<file path="src/rtl/ram_arbiter.sv">
// Two-requester round-robin arbiter/sequencer in front of a single-port synchronous RAM.
// Optional RAM_ARBITER_LOCK_EN adds req_lock so an owner can keep the grant across requests.
module ram_arbiter #(
    parameter int ADDRESS_BITS = 4,
    parameter int DATA_BITS    = 8
) (
    input  logic                      clock,
    input  logic                      reset,
    input  logic [1:0]                req_valid,
    input  logic [1:0]                req_write,
    input  logic [2*ADDRESS_BITS-1:0] req_address,
    input  logic [2*DATA_BITS-1:0]    req_data,
`ifdef RAM_ARBITER_LOCK_EN
    input  logic [1:0]                req_lock,
`endif
    output logic [1:0]                req_ready,
    output logic [1:0]                rsp_valid,
    output logic [DATA_BITS-1:0]      rsp_data,
    output logic                      ram_write,
    output logic [ADDRESS_BITS-1:0]   ram_address,
    output logic [DATA_BITS-1:0]      ram_data_in,
    input  logic [DATA_BITS-1:0]      ram_data_out
);

    typedef enum logic [1:0] {
        IDLE,
        ACCESS,
        CAPTURE
    } state_t;

    state_t                  state_q, state_d;
    logic                    last_grant_q, last_grant_d;
    logic                    owner_q, owner_d;
    logic                    op_write_q, op_write_d;
    logic                    ram_write_q, ram_write_d;
    logic [ADDRESS_BITS-1:0] ram_address_q, ram_address_d;
    logic [DATA_BITS-1:0]    ram_data_in_q, ram_data_in_d;
    logic [1:0]              rsp_valid_q, rsp_valid_d;
    logic [DATA_BITS-1:0]    rsp_data_q, rsp_data_d;
`ifdef RAM_ARBITER_LOCK_EN
    logic                    lock_q, lock_d;
`endif

    logic grant_valid;
    logic grant_idx;

    // Arbitration is gated by reset so nothing looks accepted while reset is held.
    always_comb begin
        grant_valid = 1'b0;
        grant_idx   = 1'b0;
        if (reset && state_q == IDLE) begin
            case (req_valid)
                2'b01: begin
                    grant_valid = 1'b1;
                    grant_idx   = 1'b0;
                end
                2'b10: begin
                    grant_valid = 1'b1;
                    grant_idx   = 1'b1;
                end
                2'b11: begin
                    grant_valid = 1'b1;
                    grant_idx   = ~last_grant_q;
`ifdef RAM_ARBITER_LOCK_EN
                    if (lock_q) grant_idx = owner_q;
`endif
                end
                default: begin
                    grant_valid = 1'b0;
                    grant_idx   = 1'b0;
                end
            endcase
        end
    end

    assign req_ready = grant_valid ? (grant_idx ? 2'b10 : 2'b01) : 2'b00;

    always_comb begin
        state_d       = state_q;
        last_grant_d  = last_grant_q;
        owner_d       = owner_q;
        op_write_d    = op_write_q;
        ram_write_d   = 1'b0;
        ram_address_d = ram_address_q;
        ram_data_in_d = ram_data_in_q;
        rsp_valid_d   = '0;
        rsp_data_d    = rsp_data_q;
`ifdef RAM_ARBITER_LOCK_EN
        lock_d        = lock_q;
`endif
        case (state_q)
            IDLE: begin
                if (grant_valid) begin
                    ram_address_d = grant_idx ? req_address[2*ADDRESS_BITS-1:ADDRESS_BITS]
                                              : req_address[ADDRESS_BITS-1:0];
                    ram_data_in_d = grant_idx ? req_data[2*DATA_BITS-1:DATA_BITS]
                                              : req_data[DATA_BITS-1:0];
                    ram_write_d   = req_write[grant_idx];
                    op_write_d    = req_write[grant_idx];
                    owner_d       = grant_idx;
                    last_grant_d  = grant_idx;
                    state_d       = ACCESS;
`ifdef RAM_ARBITER_LOCK_EN
                    lock_d        = req_lock[grant_idx];
`endif
                end
`ifdef RAM_ARBITER_LOCK_EN
                else if (lock_q && !req_valid[owner_q]) begin
                    lock_d = 1'b0;
                end
`endif
            end
            ACCESS: begin
                if (op_write_q) begin
                    rsp_valid_d[owner_q] = 1'b1;
                    state_d              = IDLE;
                end else begin
                    state_d = CAPTURE;
                end
            end
            CAPTURE: begin
                rsp_data_d           = ram_data_out;
                rsp_valid_d[owner_q] = 1'b1;
                state_d              = IDLE;
            end
            default: begin
                state_d = IDLE;
            end
        endcase
    end

    always_ff @(posedge clock) begin
        if (!reset) begin
            state_q       <= IDLE;
            last_grant_q  <= 1'b1;
            owner_q       <= 1'b0;
            op_write_q    <= 1'b0;
            ram_write_q   <= 1'b0;
            ram_address_q <= '0;
            ram_data_in_q <= '0;
            rsp_valid_q   <= '0;
            rsp_data_q    <= '0;
`ifdef RAM_ARBITER_LOCK_EN
            lock_q        <= 1'b0;
`endif
        end else begin
            state_q       <= state_d;
            last_grant_q  <= last_grant_d;
            owner_q       <= owner_d;
            op_write_q    <= op_write_d;
            ram_write_q   <= ram_write_d;
            ram_address_q <= ram_address_d;
            ram_data_in_q <= ram_data_in_d;
            rsp_valid_q   <= rsp_valid_d;
            rsp_data_q    <= rsp_data_d;
`ifdef RAM_ARBITER_LOCK_EN
            lock_q        <= lock_d;
`endif
        end
    end

    assign rsp_valid   = rsp_valid_q;
    assign rsp_data    = rsp_data_q;
    assign ram_write   = ram_write_q;
    assign ram_address = ram_address_q;
    assign ram_data_in = ram_data_in_q;

endmodule

</file>
<file path="config.mk">
export PLATFORM = sky130hd
export DESIGN_NAME = ram_arbiter
export DESIGN_NICKNAME = d
export VERILOG_FILES = /design/src/rtl/ram_arbiter.sv
export SDC_FILE = /design/constraint.sdc
export NUM_CORES = 1
export LEC_CHECK = 0
export ABC_AREA = 1
export BUFFER_PORTS_ARGS = -buffer_cell sky130_fd_sc_hd__buf_2
export CAP_MARGIN = 20
export CORE_MARGIN = 4
export CORE_UTILIZATION = 48
export CTS_CLUSTER_SIZE = 10
export DETAILED_ROUTE_END_ITERATION = 6
export PLACE_DENSITY_LB_ADDON = 0.2
export SYNTH_ARGS = -nofsm -noshare
export SYNTH_HDL_FRONTEND = slang
export SYNTH_SLANG_ARGS = --single-unit
</file>
<file path="constraint.sdc">
create_clock -name clock -period 2.7 [get_ports clock]
set_input_delay 0.405 -clock clock [delete_from_list [all_inputs] [get_ports clock]]
set_output_delay 0.405 -clock clock [all_outputs]
set_load 0.01 [all_outputs]
</file>
; Word level (Yosys, flattened, before mapping)
; Index checks and enable logic that the tools add are counted.
[word_totals]
ff_bits = 28
in_bits = 38
word_cells = 42
output_inout_bits = 25
[op_classes]
mux = 17
order_cmp = 3
n_bitwise = 1
n_eq_ne = 6
n_reduce_logical = 6
[ops]
columns = operator, count
row1 = $mux 2, 5
row2 = $mux 8, 1
row3 = $pmux 2 s2, 2
row4 = $eq 2x2->1 const B, 3
row5 = $mux 1, 6
row6 = $eq 2x1->1 const B, 2
row7 = $lt 1x2->1 const B, 2
row8 = $mux 4, 1
row9 = $reduce_and 3->1, 1
row10 = $reduce_or 3->1, 1
row11 = $logic_and 1x1->1, 2
row12 = $logic_not 2->1, 1
row13 = $ne 2x2->1 const B, 1
row14 = $pmux 1 s2, 1
row15 = $reduce_and 2->1, 1
row16 = $demux 1 s1, 1
row17 = $ge 1x1->1 const B, 1
row18 = $not 1->1, 1

; Longest topological paths before layout
[depth]
ltp_word = 6
depth_mapped = 10

; Worst setup path before layout
; No wires, ideal clock.
[synth_timing]
path_type = reg2out
start = register state_q[0]
end = output req_ready[0]
slack_ps = 1028
stages_incl_launch_ff = 8
arrival_time_ps = 1267
cell_sequence = dfxtp_1 -> inv_1 -> ha_1 -> nand2_4 -> nor2_4 -> inv_2 -> buf_2 -> nor2_1
[synth_via]
elab_chain_cells = 5
word_cells_on_any_way = 6
cone_classes = 4 x mux / 2 x reduce/logical
[synth_lines]
columns = item, line_no
row1 = "start, declared", 31  ; state_t state_q, state_d;
row2 = "start signal, assigned", 147  ; state_q <= state_d;
row3 = $logic_not 2->1 *, 51  ; if (reset && state_q == IDLE) begin
row4 = $logic_and 1x1->1 *, 51
row5 = $mux 1, 51
row6 = $mux 2, 76  ; assign req_ready = grant_valid ? (grant_idx ? 2'b10 : 2'b01) : 2'b00;
row7 = $mux 2 *, 76
row8 = "end, declared", 16  ; output logic [1:0] req_ready,
; Every way passes the cells marked *; elsewhere a longest branch is shown, timed or not.

; Worst setup path in the final report
[layout_timing]
start = register state_q[1]
end = output req_ready[0]
; The elaborated chain is that of the path after synthesis.

==> results_dict.tcl <==
set metrics [dict create \
    rr_worst_depth 9 \
    hold_viol 0 \
    vias_per_cell 4.628 \
    grt_usage_pct 15.76 \
    cts_setup_buffers 0 \
    clock_skew_ns 0.002203 \
    hold_buffers 0 \
    dpl_cell_area_um2 1582 \
    ys_seq_elements 28 \
    dieHeight_um 59.36 \
    status "completed" \
    hold_class "in2reg" \
    fin_tns_setup_ns 0 \
    fmax_mhz 459.3 \
    synthMuxAreaShare_pct 0 \
    wire_per_inst_um 10.11 \
    grt_setup_unrepaired "no" \
    synthCells 175 \
    p_comb_share_pct 43.3 \
    power.density_nw_per_um2 891.1 \
    die-area_um2 3524 \
    cts_tree "done" \
    drtPass1Iterations 4 \
    cts_buffers 3 \
    required_ns 2.30 \
    cap_viol_max_count 0 \
    antenna_found_initial 0 \
    drc 0 \
    postRouteAntennaNets 0 \
    htreeDepth 1 \
    slew_headroom_pct 73.22 \
    cts-resized-gates 0 \
    routed_wl_um 2689 \
    arrival_ns 1.77 \
    setup_viol 0 \
    reg2reg_from "state_q[1]" \
    synth-simple-area-share_pct 26.68 \
    min_period_ns 2.177 \
    portBuffers 62 \
    ys_seq_area_share_pct 44.27 \
    area_growth_pct 27.77 \
    p_seq_share_pct 42.8 \
    start_kind "flip-flop" \
    fin_nets 279 \
    min_from "req_address[6]" \
    dpl.hpwl_um 2087 \
    avgSynthCellArea_um2 7.236 \
    netlist_area_um2 1266 \
    finalCritPeriodShare_pct 80.64 \
    drive_above_1_share_pct 33.05 \
    ios 63 \
    p_sw_mw 0.5609 \
    core_um2 2500 \
    crit_type "reg2out" \
    overflow 0 \
    start_util_pct 50.65 \
    grt_start_max_net_pins 25 \
    cts-root-buf "clkbuf_4" \
    syn_nets 217 \
    swShare_pct 38.91 \
    vias 1231 \
    ys_warn_count 0 \
    crit_start "state_q[1]" \
    endpoint_kind "primary output" \
    cts.sinks 28 \
    worst_pin_slew_ns 0.4012 \
    fp-row-count 18 \
    clk_pin_slew_ns 0.14 \
    synthAdderAreaFrac_pct 3.953 \
    synth.distinct_cells 21 \
    cts_max_path_buffers 2 \
    die_width_um 59.36 \
    power.internal_mw 0.8807 \
    pre_cts_ws_ns 0.8965 \
    gp_congestion 0.7885 \
    clock_latency_ns 0.32 \
    crit_path_max_fanout 23 \
    setup_slack_ns 0.5226 \
    yosys.area_share.xor_xnor_pct 0 \
    grt_pass1_wl_um 4388 \
    drt_iter0_drc 54 \
    synth_compound_area_share_pct 12.75 \
    power_frac_clock_pct 13.9 \
    grt_pass1_vias 1095 \
    stdcell_area_um2 1618 \
    n_antenna_cell 0 \
    synth_top_family_by_area "simple AND/OR/NAND/NOR gates" \
    power_leakage_nw 0.9643 \
    whs_path_depth 3 \
    drv_slew 0 \
    ir_drop_mv 0.5922 \
]
-- area by class of cell --
class,count,area (um^2)
Fill cell,244,882.1
Sequential cell,28,560.5
Multi-Input combinational cell,111,549.3
Timing Repair Buffer,64,325.3
Inverter,29,108.9
Tap cell,30,37.54
Clock buffer,4,36.28
-- kinds of logic after synthesis --
family,after synthesis
AO/OA/AOI/OAI,28
adder cells (fa/ha/maj),4
buffers and inverters,36
flip-flops,28
AND/OR/NAND/NOR,79
-- through the flow --
step / hold slack (ns) / util (%) / cells / total power, mW
finish: 0.2774 / 64.71 / 266 / 1.442
global route: 0.2771 / 64.71 / 266 / 1.568
CTS: 0.2669 / 64.71 / 266 / 1.455
detailed placement: 0.4004 / 63.26 / 262 / 1.255
global placement: 0.4098 / 63.26 / 262 / 1.244
floorplan: 0.3920 / - / 175 / 1.047
-- final timing paths --
kind                         end  slack, ns
setup reg to reg      op_write_q       1.15
hold / removal    ram_address[2]       0.28
hold reg to reg     rsp_valid[0]       0.43
setup / recovery    req_ready[0]       0.52
-- power groups by stage --
| stage | combinational, mW | sequential (mW) | clock, mW |
|---|---|---|---|
| CTS | 0.630 | 0.618 | 0.208 |
| detailed placement | 0.629 | 0.626 | 0 |
| global route | 0.712 | 0.635 | 0.221 |
| finish | 0.624 | 0.616 | 0.201 |
| floorplan | 0.364 | 0.683 | 0 |
| global placement | 0.619 | 0.625 | 0 |
-- cell usage after synthesis, drive strengths merged --
master	n	area [um^2]
a21oi	10	68.81
buf	5	40.04
clkbuf	2	7.510
clkinv	1	3.750
dfxtp	28	560.5
ha	4	50.05
inv	28	105.1
nand2	39	156.4
nand3	17	85.08
nor2	23	96.35
o21ai	17	85.08
o31ai	1	7.510
-- flip-flops by register name, summed over array words and instances, names as in the netlist --
register      count
last_grant_q      1
rsp_valid         2
state_q           2
owner_q           1
op_write_q        1
rsp_data          8
ram_write         1
ram_data_in       8
ram_address       4
-- critical path, stage by stage (launching register included) --
cell and delay [ns]:
dfxtp_1 0.34, inv_1 0.12, ha_1 0.23, nand2_4 0.08
nor2_4 0.20, inv_2 0.21, nor2_1 0.14, buf_2 0.13
-- metal layers --
layer  GRT usage [%]  share of wire [%]  wire length [um]  vias up
li1                -                  -                 -      666
met1           20.03                 46              1224      524
met2           26.21                 45              1222       39
met3           3.268                8.2               221        2
met4           5.502               0.82                22        0
met5               0                  0                 0        -
-- layout by cell type (no fill, tap or decap) --
cell type	count
a21oi_1	5
a21oi_2	5
buf_2	62
buf_4	2
clkbuf_4	3
clkbuf_8	1
clkinv_1	1
dfxtp_1	28
ha_1	4
inv_1	27
inv_2	1
nand2_1	37
nand2_2	1
nand2_4	1
nand3_1	17
nor2_1	21
nor2_2	1
nor2_4	1
o21ai_0	9
o21ai_1	8
o31ai_1	1
Note: power is estimated with default switching activity, not from simulation.
